## src/rtl/stack_cmd_frontend.sv

```systemverilog
// stack_cmd_frontend
//   Command stage in front of the 2-phase LIFO. Synchronises and debounces the raw push/pop
//   buttons, turns each debounced press into a single two-cycle command aligned to the stack's
//   internal phase, tracks occupancy and raises sticky errors on refused presses.
//
// Ports
//   clk        clock
//   rst_n      asynchronous active-low reset
//   ena        design enable; 0 freezes phase, debounce, FSM and command outputs
//   btn_push   raw push button (asynchronous)
//   btn_pop    raw pop button (asynchronous)
//   data_in    push data, captured on an accepted push press
//   err_clr    synchronous pulse clearing overflow/underflow
//   cmd_push   push command to stack (2 cycles, phase 0 then 1)
//   cmd_pop    pop command to stack (2 cycles, phase 0 then 1)
//   cmd_data   data to stack, stable while cmd_push=1
//   busy       command in flight
//   level      current occupancy 0..DEPTH
//   full       level==DEPTH
//   empty      level==0
//   overflow   sticky: push refused while full
//   underflow  sticky: pop refused while empty
module stack_cmd_frontend #(
   parameter int unsigned DEPTH      = 256,
   parameter int unsigned DEB_CYCLES = 4,
   parameter int unsigned DW         = 8
) (
   input  logic                         clk,
   input  logic                         rst_n,
   input  logic                         ena,
   input  logic                         btn_push,
   input  logic                         btn_pop,
   input  logic [DW-1:0]                data_in,
   input  logic                         err_clr,
   output logic                         cmd_push,
   output logic                         cmd_pop,
   output logic [DW-1:0]                cmd_data,
   output logic                         busy,
   output logic [$clog2(DEPTH+1)-1:0]   level,
   output logic                         full,
   output logic                         empty,
   output logic                         overflow,
   output logic                         underflow
);

   localparam int unsigned LW = $clog2(DEPTH + 1);
   localparam int unsigned CW = (DEB_CYCLES > 1) ? $clog2(DEB_CYCLES) : 1;
   localparam logic [CW-1:0] DEB_LAST = CW'(DEB_CYCLES - 1);
   localparam logic [LW-1:0] LVL_MAX  = LW'(DEPTH);

   typedef enum logic [1:0] {StIdle, StArm, StIssue} state_e;

   // Button vectors: bit 0 = push, bit 1 = pop.
   logic [1:0]          sync1_q, sync2_q;
   logic [1:0]          acc_q, acc_d;
   logic [1:0]          prev_q, prev_d;
   logic [1:0][CW-1:0]  cnt_q, cnt_d;
   logic [1:0]          press;

   logic                phase_q;
   state_e              state_q, state_d;
   logic                is_push_q, is_push_d;
   logic                second_q, second_d;
   logic [DW-1:0]       data_q, data_d;
   logic [LW-1:0]       level_q, level_d;
   logic                ovf_q, ovf_d, ovf_set;
   logic                unf_q, unf_d, unf_set;

   // Synchronisers keep sampling even while ena=0.
   always_ff @(posedge clk or negedge rst_n) begin
      if (!rst_n) begin
         sync1_q <= '0;
         sync2_q <= '0;
      end else begin
         sync1_q <= {btn_pop, btn_push};
         sync2_q <= sync1_q;
      end
   end

   // Accepted level flips after DEB_CYCLES consecutive synced samples that differ from it.
   always_comb begin
      acc_d  = acc_q;
      cnt_d  = cnt_q;
      prev_d = prev_q;
      if (ena) begin
         prev_d = acc_q;
         for (int i = 0; i < 2; i++) begin
            if (sync2_q[i] != acc_q[i]) begin
               if (cnt_q[i] == DEB_LAST) begin
                  acc_d[i] = sync2_q[i];
                  cnt_d[i] = '0;
               end else begin
                  cnt_d[i] = cnt_q[i] + 1'b1;
               end
            end else begin
               cnt_d[i] = '0;
            end
         end
      end
   end

   assign press = acc_q & ~prev_q;

   always_comb begin
      state_d   = state_q;
      is_push_d = is_push_q;
      second_d  = second_q;
      data_d    = data_q;
      level_d   = level_q;
      ovf_set   = 1'b0;
      unf_set   = 1'b0;
      if (ena) begin
         unique case (state_q)
            StIdle: begin
               // Push wins a same-cycle tie; the pop press is dropped.
               if (press[0]) begin
                  if (!full) begin
                     data_d    = data_in;
                     is_push_d = 1'b1;
                     state_d   = StArm;
                  end else begin
                     ovf_set = 1'b1;
                  end
               end else if (press[1]) begin
                  if (!empty) begin
                     is_push_d = 1'b0;
                     state_d   = StArm;
                  end else begin
                     unf_set = 1'b1;
                  end
               end
            end
            StArm: begin
               // Leave on phase 1 so the command starts on phase 0.
               if (phase_q) begin
                  state_d  = StIssue;
                  second_d = 1'b0;
               end
            end
            StIssue: begin
               if (!second_q) begin
                  second_d = 1'b1;
               end else begin
                  second_d = 1'b0;
                  state_d  = StIdle;
                  level_d  = is_push_q ? level_q + 1'b1 : level_q - 1'b1;
               end
            end
            default: state_d = StIdle;
         endcase
      end
   end

   // A set in the same cycle as err_clr takes precedence.
   assign ovf_d = ovf_set | (ovf_q & ~err_clr);
   assign unf_d = unf_set | (unf_q & ~err_clr);

   always_ff @(posedge clk or negedge rst_n) begin
      if (!rst_n) begin
         acc_q     <= '0;
         prev_q    <= '0;
         cnt_q     <= '0;
         phase_q   <= 1'b0;
         state_q   <= StIdle;
         is_push_q <= 1'b0;
         second_q  <= 1'b0;
         data_q    <= '0;
         level_q   <= '0;
         ovf_q     <= 1'b0;
         unf_q     <= 1'b0;
      end else begin
         acc_q     <= acc_d;
         prev_q    <= prev_d;
         cnt_q     <= cnt_d;
         if (ena) phase_q <= ~phase_q;
         state_q   <= state_d;
         is_push_q <= is_push_d;
         second_q  <= second_d;
         data_q    <= data_d;
         level_q   <= level_d;
         ovf_q     <= ovf_d;
         unf_q     <= unf_d;
      end
   end

   assign busy      = (state_q == StIssue);
   assign cmd_push  = busy & is_push_q;
   assign cmd_pop   = busy & ~is_push_q;
   assign cmd_data  = data_q;
   assign level     = level_q;
   assign full      = (level_q == LVL_MAX);
   assign empty     = (level_q == '0);
   assign overflow  = ovf_q;
   assign underflow = unf_q;

endmodule

```

## config.mk

```make
export PLATFORM = sky130hd
export DESIGN_NAME = stack_cmd_frontend
export DESIGN_NICKNAME = d
export VERILOG_FILES = /design/src/rtl/stack_cmd_frontend.sv
export SDC_FILE = /design/constraint.sdc
export NUM_CORES = 1
export LEC_CHECK = 0
export CAP_MARGIN = 20
export CORE_AREA = 2 2 85 87
export DETAILED_ROUTE_END_ITERATION = 16
export DIE_AREA = 0 0 87 89
export HOLD_SLACK_MARGIN = 0.1
export PLACE_DENSITY = 0.5
export SYNTH_ARGS = -nofsm -noshare
export SYNTH_HDL_FRONTEND = slang
export SYNTH_SLANG_ARGS = --single-unit
```

## constraint.sdc

```tcl
create_clock -name clk -period 3.7 [get_ports clk]
set_clock_uncertainty 0.15 [all_clocks]
set_input_delay 0.74 -clock clk [delete_from_list [all_inputs] [get_ports clk]]
set_output_delay 0.74 -clock clk [all_outputs]
set_load 0.01 [all_outputs]
```

-- Word-level counts from Yosys, hierarchy flattened
Cells that the tools add are included.
- bits of input ports: 14
- memory bits (writable): 0
- bits in read-only memories: 0
- flip-flop bits (word level): 36
- bits in latches: 0
- memories kept: 0
- bitwise logic cells: 12
- magnitude comparators: 0
- add/subtract/negate cells: 4
- mux-type cells: 28
- reductions and logical operators: 11
- shift operators: 0
- $mul: 0
- equality and inequality tests: 14
- div/mod/pow operators: 0
- operator list (cell ; count):
    $mux W2 ; 10
    $mux W1 ; 15
    $reduce_and A3 Y1 ; 4
    $add A9 B1 Y9 const B ; 1
    $eq A9 B9 Y1 const B ; 1
    $logic_not A9 Y1 ; 1
    $mux W9 ; 1
    $ne A3 B3 Y1 const B ; 3
    $sub A9 B1 Y9 const B ; 1
    $eq A2 B2 Y1 const B ; 3
    $pmux W2 S3 ; 1
    $reduce_and A6 Y1 ; 1
    $reduce_and A5 Y1 ; 1
    $add A2 B1 Y2 const B ; 2
    $and A1 B1 Y1 ; 4
    $ne A2 B1 Y1 const B ; 2
    $ne A2 B2 Y1 const B ; 2
    $not A1 Y1 ; 4
    $reduce_and A4 Y1 ; 1
    $reduce_bool A2 Y1 ; 2
    $and A2 B2 Y2 ; 1
    $eq A2 B1 Y1 const B ; 1
    $logic_not A2 Y1 ; 1
    $ne A1 B1 Y1 ; 2
    other kinds (3) ; 4

-- Depth between registers and ports, before layout
- depth in word-level cells: 7
- gate-level depth with buffers: 7
- gate-level depth less buffers: 7

-- Worst setup path before layout
Ideal clock, no wire load.
- path kind: flip-flop to output port
- start point: register level_q[5] (netlist: level[5])
- end point: output port empty
- data required time: 2.810 ns
- buffers on the path: 0
- setup slack: 1.433 ns
- arrival time: 1.377 ns
- stages on the path, launching flop included: 3
- cells stage by stage: dfrtp_1 > or4_4 > nor3_1
- word-level cells in the longest chain between the ends: 1
- RTL lines (item ; line ; text):
    start: declaration ; 65 ; logic [LW-1:0] level_q, level_d;
    start signal: assignment ; 180 ; level_q <= level_d;
    $logic_not A9 Y1 ; 192 ; assign empty = (level_q == '0);
    end: declaration ; 41 ; output logic empty,
No other way between the ends.

-- Worst setup path in the final report
Same ends and word-level chain as after synthesis.

==> impl_metrics.csv <==
group,metric,value,unit
die,initial_core_util,28.0,%
outcome,status,"finished, final reports clean",
timing,hold_violations,0,
clocking,cts_made_buffers,5,
worst_setup_path,timing.rr.start,"is_push_q$_DFFE_PN0P_",
synth,synth.most_common_cell,"dfrtp_1",
hold_path,hold-path-cell-count,0,
hold_path,min_to,"sync2_q[1]$_DFF_PN0_",
synth,synth.ff_latch_count,36,
clocking,htree_levels,2,
die,dieHeight,89,microns
route,first_pass_iters,4,
die,die-area,7740,sq um
placed_design,gp_congestion,0.729,
hold_path,worstHoldStart,"sync1_q[1]$_DFF_PN0_",
placed_design,placed_area,2350,sq um
global_route,grt_pass1_vias,1273,
synth,synth_edf_count,0,
route,wl,3940,microns
pwr,switching_power,773,uW
worst_setup_path,worst-path-max-fanout,4,
route,viasPerCell,4.63,
synth,netlist_area,1880,sq um
global_route,grt_pass1_wl,6450,microns
cells_and_area,antenna_cells,0,
synth,synth_nets,195,
clocking,cts_tree,"built",
global_route,grt_max_degree,37,
synth,async_reset_ff_share,100,%
route,route.detailed.drc,0,
clocking,hold_buffers,0,
timing,report.final.slew_viol_count,0,
synth,synth_cell_types,41,
placed_design,dp_slack,918,ps
synth,yosysSeqAreaShare,47.9,%
synth,synthCells,171,
synth,synth_top_family_by_area,"compound AO/OA/AOI/OAI gates",
pwr,internal_power,1.25,mW
worst_setup_path,arrival,2190,ps
worst_setup_path,ff2ff_setup_slack,1370,ps
route,dr.first_iter.drc_count,35,
placed_design,dpl.hpwl,2910,microns
clocking,path_clk_slew,80,ps
synth,synthMuxAreaShare,9.31,%
synth,synthXorXnorAreaFrac,4.19,%
cells_and_area,final_nets,238,
die,die_x,87,microns
timing,worst_pin_slew,804,ps
clocking,insertion_delay,280,ps
pwr,swShare,38.3,%
clocking,cts.sinks,36,
worst_setup_path,r2r-end,"level[8]$_DFFE_PN0P_",
worst_setup_path,crit_required,2810,ps
cells_and_area,final_area,2430,sq um
pwr,powerDensity,830,nW/um^2
timing,worst_slack,622,ps
route,avgRoutedWirePerCell,13.3,microns
pwr,pwr-share-seq,34.3,%
timing,fin_crit_sh,83.2,%
synth,yosys.area_share.simple,12.8,%
route,drtAntennaViolNets,0,
route,vias,1366,
die,top_level_ports,38,
hold_path,hold_class,"flop to flop",
worst_setup_path,path_class,"flop to output port",
cells_and_area,area_delta_synth_final,29.4,%
timing,fmax,325,MHz
global_route,grt_usage,10.9,%
flow_run,drv_cap,0,
clocking,cts_resized,0,
synth,ys_warn_count,0,
synth,synth.area.top_cells,"dfrtp_1 (48%), mux2_4 (6.4%), ha_1 (6.0%)",
clocking,root_buffer,"clkbuf_8",
global_route,overflow,0,
die,core,6720,sq um
pwr,combPwrFrac,52.1,%
synth,synth_compound_area_share,15.8,%
pwr,worst_ir_drop_vdd,312,uV
die,fp-row-count,30,
cells_and_area,final_core_utilization,36.2,%
timing,slew_headroom,46.4,%
synth,ys.flop_type,"dfrtp_1",
synth,yosys.area.top_type,"dfrtp_1",
synth,ys_top_cells_by_count,"dfrtp_1 (36), nand2_1 (16), o21ai_0 (13)",
timing,setup_violations,0,
worst_setup_path,crit_path_start_kind,"flop",
synth,synth_top_area_share,47.9,%
synth,avgSynthCellArea,11.0,sq um
pwr,pwr-share-clk,13.6,%
cells_and_area,nFillCells,695,
worst_setup_path,crit_path_end_kind,"output port",
placed_design,io_buffers,37,
global_route,antenna_found_initial,0,
pwr,power.leakage,1.05,nW
clocking,clock_path_buffers,2,
synth,synth-adder-area-share,7.05,%
timing,rsz0062_at_grt,"false",
timing,finalSetupTns,0,ps
timing,period_minus_slack,3080,ps
clocking,cts_setup_buffers,0,
cells_and_area,final_layout_size_suffix_gt1_share,13.5,%
worst_setup_path,worst-r2r-cell-count,7,
-- layout by cell type (no fill, tap or decap), types with 2 or more instances in the layout --
| cell | count |
|---|---|
| o21a_1 | 4 |
| o22ai_1 | 6 |
| and2_1 | 2 |
| nor2b_1 | 2 |
| o31ai_1 | 2 |
| inv_1 | 11 |
| mux2_4 | 8 |
| a21oi_1 | 5 |
| ha_1 | 9 |
| clkinv_2 | 2 |
| xnor2_1 | 5 |
| nand3_1 | 3 |
| xor2_1 | 4 |
| clkbuf_8 | 5 |
| and3_1 | 2 |
| mux2_2 | 4 |
| or4_4 | 2 |
| and2b_1 | 2 |
| dfrtp_1 | 36 |
| buf_4 | 2 |
| a32o_1 | 2 |
| clkdlybuf4s50_1 | 36 |
| nor2_1 | 4 |
| o21bai_1 | 2 |
| nor3_1 | 3 |
| nand2_1 | 16 |
| a211oi_1 | 4 |
| nand2b_1 | 3 |
| o21ai_0 | 13 |
-- worst max-delay path by stage --
stage / cells after the start / end / startpoint
after floorplan: 2 / empty / level[5]$_DFFE_PN0P_
after global routing: 3 / empty / level[1]$_DFFE_PN0P_
after global placement: 3 / empty / level[5]$_DFFE_PN0P_
after CTS: 3 / empty / level[5]$_DFFE_PN0P_
final: 3 / empty / level[5]$_DFFE_PN0P_
after detailed placement: 3 / empty / level[1]$_DFFE_PN0P_
-- layer usage --
| layer | part of all wire (%) | up-vias | global-route usage [%] |
|---|---|---|---|
| met4 | 1.4 | 0 | 3.41 |
| li1 | - | 700 | - |
| met1 | 53 | 634 | 16.2 |
| met2 | 41 | 28 | 15.1 |
| met5 | 0 | - | 0 |
| met3 | 4.8 | 4 | 3.14 |
-- critical path, cell delays in order, from the launching register on --
cell and delay (ps):
dfrtp_1 420, or4_4 550, nor3_1 320, clkdlybuf4s50_1 620
-- cell families after synthesis --
logic type / Yosys count
DFF: 36
adders and majority gates: 10
and+or+nand+nor: 44
buffers and inverters: 14
muxes: 13
AOI/OAI and AO/OA: 45
xor gates and xnor gates: 9
-- power by group through the flow --
| stage | sequential [mW] | clock (mW) | combinational (mW) |
|---|---|---|---|
| after floorplan | 0.704 | 0 | 0.677 |
| after global placement | 0.696 | 0 | 1.05 |
| after detailed placement | 0.698 | 0 | 1.06 |
| after CTS | 0.694 | 0.287 | 1.06 |
| after global routing | 0.719 | 0.311 | 1.17 |
| final | 0.692 | 0.275 | 1.05 |
-- flip-flops by register name, summed over array words and instances, names as in the netlist, 2 cells and up --
register  flops
sync2_q       2
level         9
prev_q        2
sync1_q       2
cmd_data      8
state_q       2
acc_q         2
cnt_q         4
-- per-stage QoR --
stage          instances  hold slack (ps)  total power [mW]
5_1_grt              295              224              2.20
3_5_place_dp         287              191              1.76
4_1_cts              295              211              2.04
6_report             295              204              2.02
3_3_place_gp         287              185              1.75
2_1_floorplan        171              181              1.38
-- final cells by class --
class / instances / area, sq um / area share (%)
clock buffer: 5 / 68.8 / 2.83
clock inverter: 3 / 18.8 / 0.771
inverter: 11 / 41.3 / 1.70
multi-input combinational: 121 / 923 / 37.9
sequential: 36 / 901 / 37.0
tap: 80 / 100 / 4.11
timing repair buffer: 39 / 380 / 15.6
No activity file was read; power rests on OpenSTA's default activity.
